--- config.mk ---
export PLATFORM = sky130hd
export DESIGN_NAME = spi_transaction_fsm
export DESIGN_NICKNAME = d
export VERILOG_FILES = /design/src/rtl/spi_transaction_fsm.sv
export SDC_FILE = /design/constraint.sdc
export NUM_CORES = 1
export LEC_CHECK = 0
export ABC_AREA = 1
export BUFFER_PORTS_ARGS = -buffer_cell sky130_fd_sc_hd__buf_2
export CAP_MARGIN = 5
export CORE_ASPECT_RATIO = 1.1
export CORE_UTILIZATION = 44
export DETAILED_ROUTE_END_ITERATION = 12
export PLACE_DENSITY = 0.73
export SETUP_SLACK_MARGIN = 0.1
export SLEW_MARGIN = 20
export SYNTH_ARGS = -nofsm -noshare
export SYNTH_HDL_FRONTEND = slang
export SYNTH_SLANG_ARGS = --single-unit
--- constraint.sdc ---
create_clock -name clk -period 1.2 [get_ports clk]
set_input_delay 0.24 -clock clk [delete_from_list [all_inputs] [get_ports clk]]
set_output_delay 0.24 -clock clk [all_outputs]
set_load 0.05 [all_outputs]
--- src/rtl/spi_transaction_fsm.sv ---
// SPI memory transaction sequencer: address/RW byte, then one data byte read or written.
// Optional abort_flag output when SPI_TRANSACTION_ABORT_FLAG_EN is defined.
module spi_transaction_fsm #(
  parameter int ADDR_WIDTH = 7,
  parameter int DATA_WIDTH = 8
) (
  input  logic                  clk,
  input  logic                  rst_n,
  input  logic                  cs,
  input  logic                  sclk_rise,
  input  logic                  sclk_fall,
  input  logic [DATA_WIDTH-1:0] shift_pout,
  output logic [ADDR_WIDTH-1:0] addr_out,
  output logic                  sr_we,
  output logic                  dm_we,
  output logic                  miso_en
`ifdef SPI_TRANSACTION_ABORT_FLAG_EN
  ,
  output logic                  abort_flag
`endif
);

  localparam int CW = $clog2(DATA_WIDTH) + 1;
  localparam logic [CW-1:0] LAST = CW'(DATA_WIDTH - 1);

  typedef enum logic [2:0] {
    IDLE        = 3'd0,
    GET_ADDR    = 3'd1,
    GOT_ADDR    = 3'd2,
    READ_LOAD   = 3'd3,
    READ_SHIFT  = 3'd4,
    WRITE_SHIFT = 3'd5,
    WRITE_MEM   = 3'd6,
    DONE        = 3'd7
  } state_t;

  state_t                state_q, state_d;
  logic [CW-1:0]         bit_cnt_q, bit_cnt_d;
  logic [ADDR_WIDTH-1:0] addr_q, addr_d;
  logic                  rw_q, rw_d;
  logic                  busy;

  // States in which a deselect means the transaction was cut short
  assign busy = (state_q != IDLE) && (state_q != DONE);

`ifdef SPI_TRANSACTION_ABORT_FLAG_EN
  logic abort_q, abort_d;
`endif

  always_comb begin
    state_d   = state_q;
    bit_cnt_d = bit_cnt_q;
    addr_d    = addr_q;
    rw_d      = rw_q;
`ifdef SPI_TRANSACTION_ABORT_FLAG_EN
    abort_d   = abort_q;
`endif
    if (cs) begin
      state_d   = IDLE;
      bit_cnt_d = '0;
`ifdef SPI_TRANSACTION_ABORT_FLAG_EN
      if (busy) abort_d = 1'b1;
`endif
    end else begin
      unique case (state_q)
        IDLE: begin
          state_d   = GET_ADDR;
          bit_cnt_d = '0;
`ifdef SPI_TRANSACTION_ABORT_FLAG_EN
          abort_d   = 1'b0;
`endif
        end
        GET_ADDR: begin
          if (sclk_rise) begin
            if (bit_cnt_q == LAST) begin
              state_d   = GOT_ADDR;
              bit_cnt_d = '0;
            end else begin
              bit_cnt_d = bit_cnt_q + CW'(1);
            end
          end
        end
        GOT_ADDR: begin
          addr_d  = shift_pout[ADDR_WIDTH:1];
          rw_d    = shift_pout[0];
          state_d = shift_pout[0] ? READ_LOAD : WRITE_SHIFT;
        end
        READ_LOAD: state_d = READ_SHIFT;
        READ_SHIFT: begin
          if (sclk_fall) begin
            if (bit_cnt_q == LAST) begin
              state_d   = DONE;
              bit_cnt_d = '0;
            end else begin
              bit_cnt_d = bit_cnt_q + CW'(1);
            end
          end
        end
        WRITE_SHIFT: begin
          if (sclk_rise) begin
            if (bit_cnt_q == LAST) begin
              state_d   = WRITE_MEM;
              bit_cnt_d = '0;
            end else begin
              bit_cnt_d = bit_cnt_q + CW'(1);
            end
          end
        end
        WRITE_MEM: state_d = DONE;
        DONE:      state_d = DONE;
        default:   state_d = IDLE;
      endcase
    end
  end

  always_ff @(posedge clk) begin
    if (!rst_n) begin
      state_q   <= IDLE;
      bit_cnt_q <= '0;
      addr_q    <= '0;
      rw_q      <= 1'b0;
`ifdef SPI_TRANSACTION_ABORT_FLAG_EN
      abort_q   <= 1'b0;
`endif
    end else begin
      state_q   <= state_d;
      bit_cnt_q <= bit_cnt_d;
      addr_q    <= addr_d;
      rw_q      <= rw_d;
`ifdef SPI_TRANSACTION_ABORT_FLAG_EN
      abort_q   <= abort_d;
`endif
    end
  end

  // Load/write strobes are killed combinationally by a deselect
  assign sr_we    = (state_q == READ_LOAD) && rw_q && !cs;
  assign dm_we    = (state_q == WRITE_MEM) && !rw_q && !cs;
  assign miso_en  = (state_q == READ_SHIFT);
  assign addr_out = addr_q;
`ifdef SPI_TRANSACTION_ABORT_FLAG_EN
  assign abort_flag = abort_q;
`endif

endmodule

Yosys cells after proc, flatten, opt, wreduce, memory -nomap -nowiden
Cells that the tools add are included.
W data, S select, Z words.
{"block": "totals", "reg_bits": 15, "in_bits": 13, "out_inout_bits": 10, "wordCells": 48}
{"block": "op_classes", "n_addsub": 1, "eq_ne": 15, "n_mux": 12, "n_bitwise": 2, "reduce_logical": 14}
{"op": "$mux W3", "n": 7}
{"op": "$pmux W3 S7", "n": 1}
{"op": "$eq A3 B3 Y1 const B", "n": 4}
{"op": "$mux W4", "n": 3}
{"op": "$pmux W4 S3", "n": 1}
{"op": "$ne A2 B2 Y1 const B", "n": 5}
{"op": "$eq A3 B2 Y1 const B", "n": 2}
{"op": "$reduce_and A6 Y1", "n": 1}
{"op": "$reduce_or A2 Y1", "n": 3}
{"op": "$add A4 B1 Y4 const B", "n": 1}
{"op": "$eq A4 B3 Y1 const B", "n": 1}
{"op": "$logic_and A1 B1 Y1", "n": 4}
{"op": "$ne A2 B1 Y1 const B", "n": 2}
{"op": "$eq A3 B1 Y1 const B", "n": 1}
{"op": "$logic_not A3 Y1", "n": 1}
{"op": "$reduce_and A3 Y1", "n": 1}
{"op": "$reduce_bool A3 Y1", "n": 1}
{"op": "$logic_not A1 Y1", "n": 2}
{"op": "$not A1 Y1", "n": 2}
{"op": "$reduce_and A2 Y1", "n": 1}

Logic depth before layout (Yosys ltp)
{"block": "depth", "ltp_word": 4, "ltp_mapped": 8, "depth_no_buf": 8}

Worst setup path after synthesis
OpenSTA, ideal clock, no wires.
{"block": "synth_timing", "kind": "reg-to-output", "from": "register state_q[2]", "to": "output dm_we", "arrival_time_ns": 2.018, "required_time_ns": 0.960, "setup_slack_ns": -1.058, "path_stages_with_launch": 4, "n_path_buf": 1, "cell_sequence": "dfxtp_1 buf_2 inv_1 nor4_1"}
{"block": "synth_via", "elab_chain_len": 3}
{"item": "start, declared", "line_no": "37", "rtl": "state_t state_q, state_d;"}
{"item": "start signal, assigned", "line_no": "126", "rtl": "state_q <= state_d;"}
{"item": "$eq A3 B3 Y1", "line_no": "138", "rtl": "assign dm_we = (state_q == WRITE_MEM) && !rw_q && !cs;"}
{"item": "$logic_and A1 B1 Y1 (2 in series)", "line_no": "138"}
{"item": "end, declared", "line_no": "15", "rtl": "output logic dm_we,"}
Every way passes these cells.

Worst setup path in the final report
{"block": "layout_timing", "from": "register state_q[0]", "to": "output sr_we"}
{"block": "layout_via", "elab_chain_len": 3}
{"item": "$eq A3 B2 Y1", "line_no": "137", "rtl": "assign sr_we = (state_q == READ_LOAD) && rw_q && !cs;"}
{"item": "$logic_and A1 B1 Y1 (2 in series)", "line_no": "137"}
{"item": "end, declared", "line_no": "14", "rtl": "output logic sr_we,"}
Every way passes these cells.

==> metrics.md <==
| Metric | Value |
|---|---|
| Leading cell type in the layout, fill and taps excluded | `nor2_1` |
| Number of nets with antenna violations after routing | `0` |
| Clock sinks | `15` |
| Required arrival time at the worst endpoint | `between 0.9 and 1 ns` |
| Time the final worst path needs with I/O delays and setup | `1.41 ns` |
| Measured slew at the worst slew-check pin | `0.223 ns` |
| Simple logic cell fraction of the synthesized area | `between 30% and 40%` |
| Compound-Gate Fraction of Synth Area | `10.8%` |
| Synth top area share | `39.3%` |
| Number of top-level pins | `23` |
| Setup slack on the worst flop-to-flop path | `-0.08 ns` |
| Core outline area | `around 1600 sq um` |
| Pin count of the biggest net entering global routing | `10` |
| Mux contribution to synthesized area | `0%` |
| CTS root buf | `clkbuf_4` |
| Gpl congestion | `about 0.77` |
| Chip Width | `41.7 microns` |
| Pwr per Cell Area | `around 830 nW/um^2` |
| Start of the worst register-to-register path | `state_q[1]` |
| Critical path destination | `sr_we` |
| Port bufs | `22` |
| Final HPWL DP | `about 1300 microns` |
| Effective utilization at floorplan | `a little under half` |
| Initial DRC count | `22` |
| CTS max path bufs | `2` |
| Per-instance average area after synthesis | `approximately 7 sq um` |
| Count of hold-fix buffers inserted at cts | `0` |
| Reg2Reg Depth | `9` |
| Adder-cell share of the synthesized area | `about 1.6%` |
| Number of DRC violations after detailed routing | `0` |
| Fraction of synthesized cell area in xor and xnor cells | `0%` |
| Highest metal layer with signal wires | `met4` |
| Synth-to-Final Area Change | `62.0%` |
| Max-capacitance violation count | `0` |
| Arrival time of the worst setup path | `between 1 and 1.5 ns` |
| Fraction of the cycle the final worst path needs | `117%` |
| Rel. slew slack | `85.0%` |
| Via Count | `about 840` |
| Startpoint-to-endpoint class of the critical path | `reg -> out` |
| R2R Path End | `state_q[0]` |
| Setup repair after global routing missed its margin | `true` |
| Gate count after technology mapping | `112` |
| Max Clock Freq | `between 700 and 800 MHz` |
| Initial antenna violation count | `0` |
| TritonCTS clock tree | `yes` |
| Nets@finish | `around 160` |
| Vias in the first global route | `751` |
| Top area cells in the synthesized netlist | `dfxtp_1, nor2_1, nand2_1, inv_1, o21ai_0` |
| Final setup vio count | `7` |
| Final hold violations | `0` |
| Number of warnings issued by yosys | `0` |
| Element type at the critical path start | `flip-flop` |
| GRT Resource Usage Total | `22.0%` |
| Max Transition Viols Final | `0` |
| Critical path capture point type | `primary output` |
| Routed wire length | `about 2000 microns` |
| Number of placement rows | `15` |
| Violations in the final reports | `negative setup slack` |
| Count of filler cells inserted in the layout | `between 100 and 150` |
| DR pass1 iterations | `4` |
| Number of diodes | `0` |
| DR vias/cell | `between 5 and 6` |
| CP Launch Point | `state_q[0]` |
| CTS H-Tree Depth | `1` |
| Worst VDD drop | `0.744 mV` |
| Leakage power summed over all cells | `roughly 0.53 nW` |
| Portion of the post-synthesis area used by sequential elements | `39.3%` |
| Wire length of the first global-routing pass | `3100 microns` |
| Largest area contributor in the synthesized netlist | `dfxtp_1` |
| Commonest non-fill, non-tap cells in the layout | `nor2_1, nand2_1, buf_2` |
| Placement Setup Slack | `-0.0212 ns` |
| Clk_lat worst skew | `about 0.30 ns` |
| Highest net fanout along the worst path | `5` |
| Congestion Overflow GR | `0` |
| Wirelength per Cell | `12.5 microns` |
| Largest family of logic cells by synthesized area | `simple AND/OR/NAND/NOR gates` |
| Number of CTS-inserted buffers | `3` |
| Die span in y | `between 40 and 50 microns` |
| Min-Delay Path Class | `in -> reg` |
| Detailed-route wire length on metal 1 | `about 900 microns` |
| Flip-flop and latch count after synthesis | `15` |
| Metal3 WL | `83 microns` |
| Worst setup margin | `-0.210 ns` |
| Final Hold Slack | `about 0.17 ns` |
| Die area | `between 1500 and 2000 sq um` |
| CTS clk-pin slew, worst paths | `about 0.10 ns` |
| Run status | `complete, but fails checks` |
| Post-route clock skew | `roughly 0.011 ns` |
| Detailed-routed wire length on met2 | `between 1000 and 1500 microns` |
| Number of unique standard cell types used by synthesis | `22` |
| Summed instance area of the synthesized netlist | `763 sq um` |
| Syn nets | `~130` |
| Share of final-layout standard cells stronger than drive strength 1 | `between 40% and 50%` |
==> final cells by class <==
class | instances | area, sq um | area share, %
inverters | 17 | 77.6 | 6.28
flip-flops and latches | 15 | 318 | 25.7
repair buffers | 32 | 272 | 22.0
clock buffers | 3 | 22.5 | 1.82
well taps | 17 | 21.3 | 1.72
multi-input cells | 79 | 520 | 42.1
clock inverters | 1 | 5.00 | 0.405
==> worst min path at each step <==
stage	from	end	slack (ns)	cells after the start
detailed placement	addr_out[1]	addr_out[1]	0.47	2
finish	shift_pout[5]	addr_out[4]	0.17	3
global route	shift_pout[5]	addr_out[4]	0.18	3
CTS	shift_pout[3]	addr_out[2]	0.18	3
floorplan	rst_n	addr_out[0]	0.38	2
global placement	addr_out[0]	addr_out[0]	0.46	2
==> per-layer routing <==
layer,up-vias,global-route usage (%)
met5,-,0
met4,0,14.8
met3,7,3.57
met2,23,39.1
met1,378,24.7
li1,427,-
==> synthesized netlist by cell type, drive strengths merged <==
library cell / n
a21oi: 5
buf: 2
dfxtp: 15
ha: 1
inv: 17
nand2: 21
nand3: 6
nand3b: 1
nand4: 2
nor2: 28
nor3: 3
nor4: 1
o21ai: 10
==> repair_timing <==
action	4_1_cts	5_1_grt
pin swaps	10	14
buffers inserted	2	4
gates resized for setup	42	19
setup endpoints to repair	23	22
cloned	1	0
==> metrics by stage <==
step           util [%]  instances  power [W]  area [sq um]  TNS, ns
3_3_place_gp       62.0        155   0.000682           990        0
3_5_place_dp       62.0        155   0.000685           990  -0.0242
6_report           77.5        164    0.00102          1240   -0.685
2_1_floorplan         -        112   0.000628           823   -0.181
5_1_grt            77.5        164    0.00106          1240    -1.08
4_1_cts            73.2        162    0.00102          1170   -0.559
==> critical path, stage by stage, from the launching register on <==
cell	delay, ns
dfxtp_4	0.42
nand3_4	0.09
nor3_4	0.20
buf_6	0.18
==> cell families (layout without fill, tap and decap cells) <==
family                   after synthesis  after routing
AO/OA/AOI/OAI                         15             15
adder cells (fa/ha/maj)                1              1
buffers and inverters                 19             53
flip-flops                            15             15
AND/OR/NAND/NOR                       62             63
==> state kept, by name (all words and copies together), names as in the netlist <==
signal / cells
rw_q: 1
state_q: 3
addr_out: 7
bit_cnt_q: 4
==> power by group <==
group | internal (W) | total [W] | switching [W]
Sequential | 0.000504 | 0.000521 | 0.0000169
Combinational | 0.0000873 | 0.000202 | 0.000114
Clock | 0.000124 | 0.000300 | 0.000176
(Power assumes the default switching activity.)
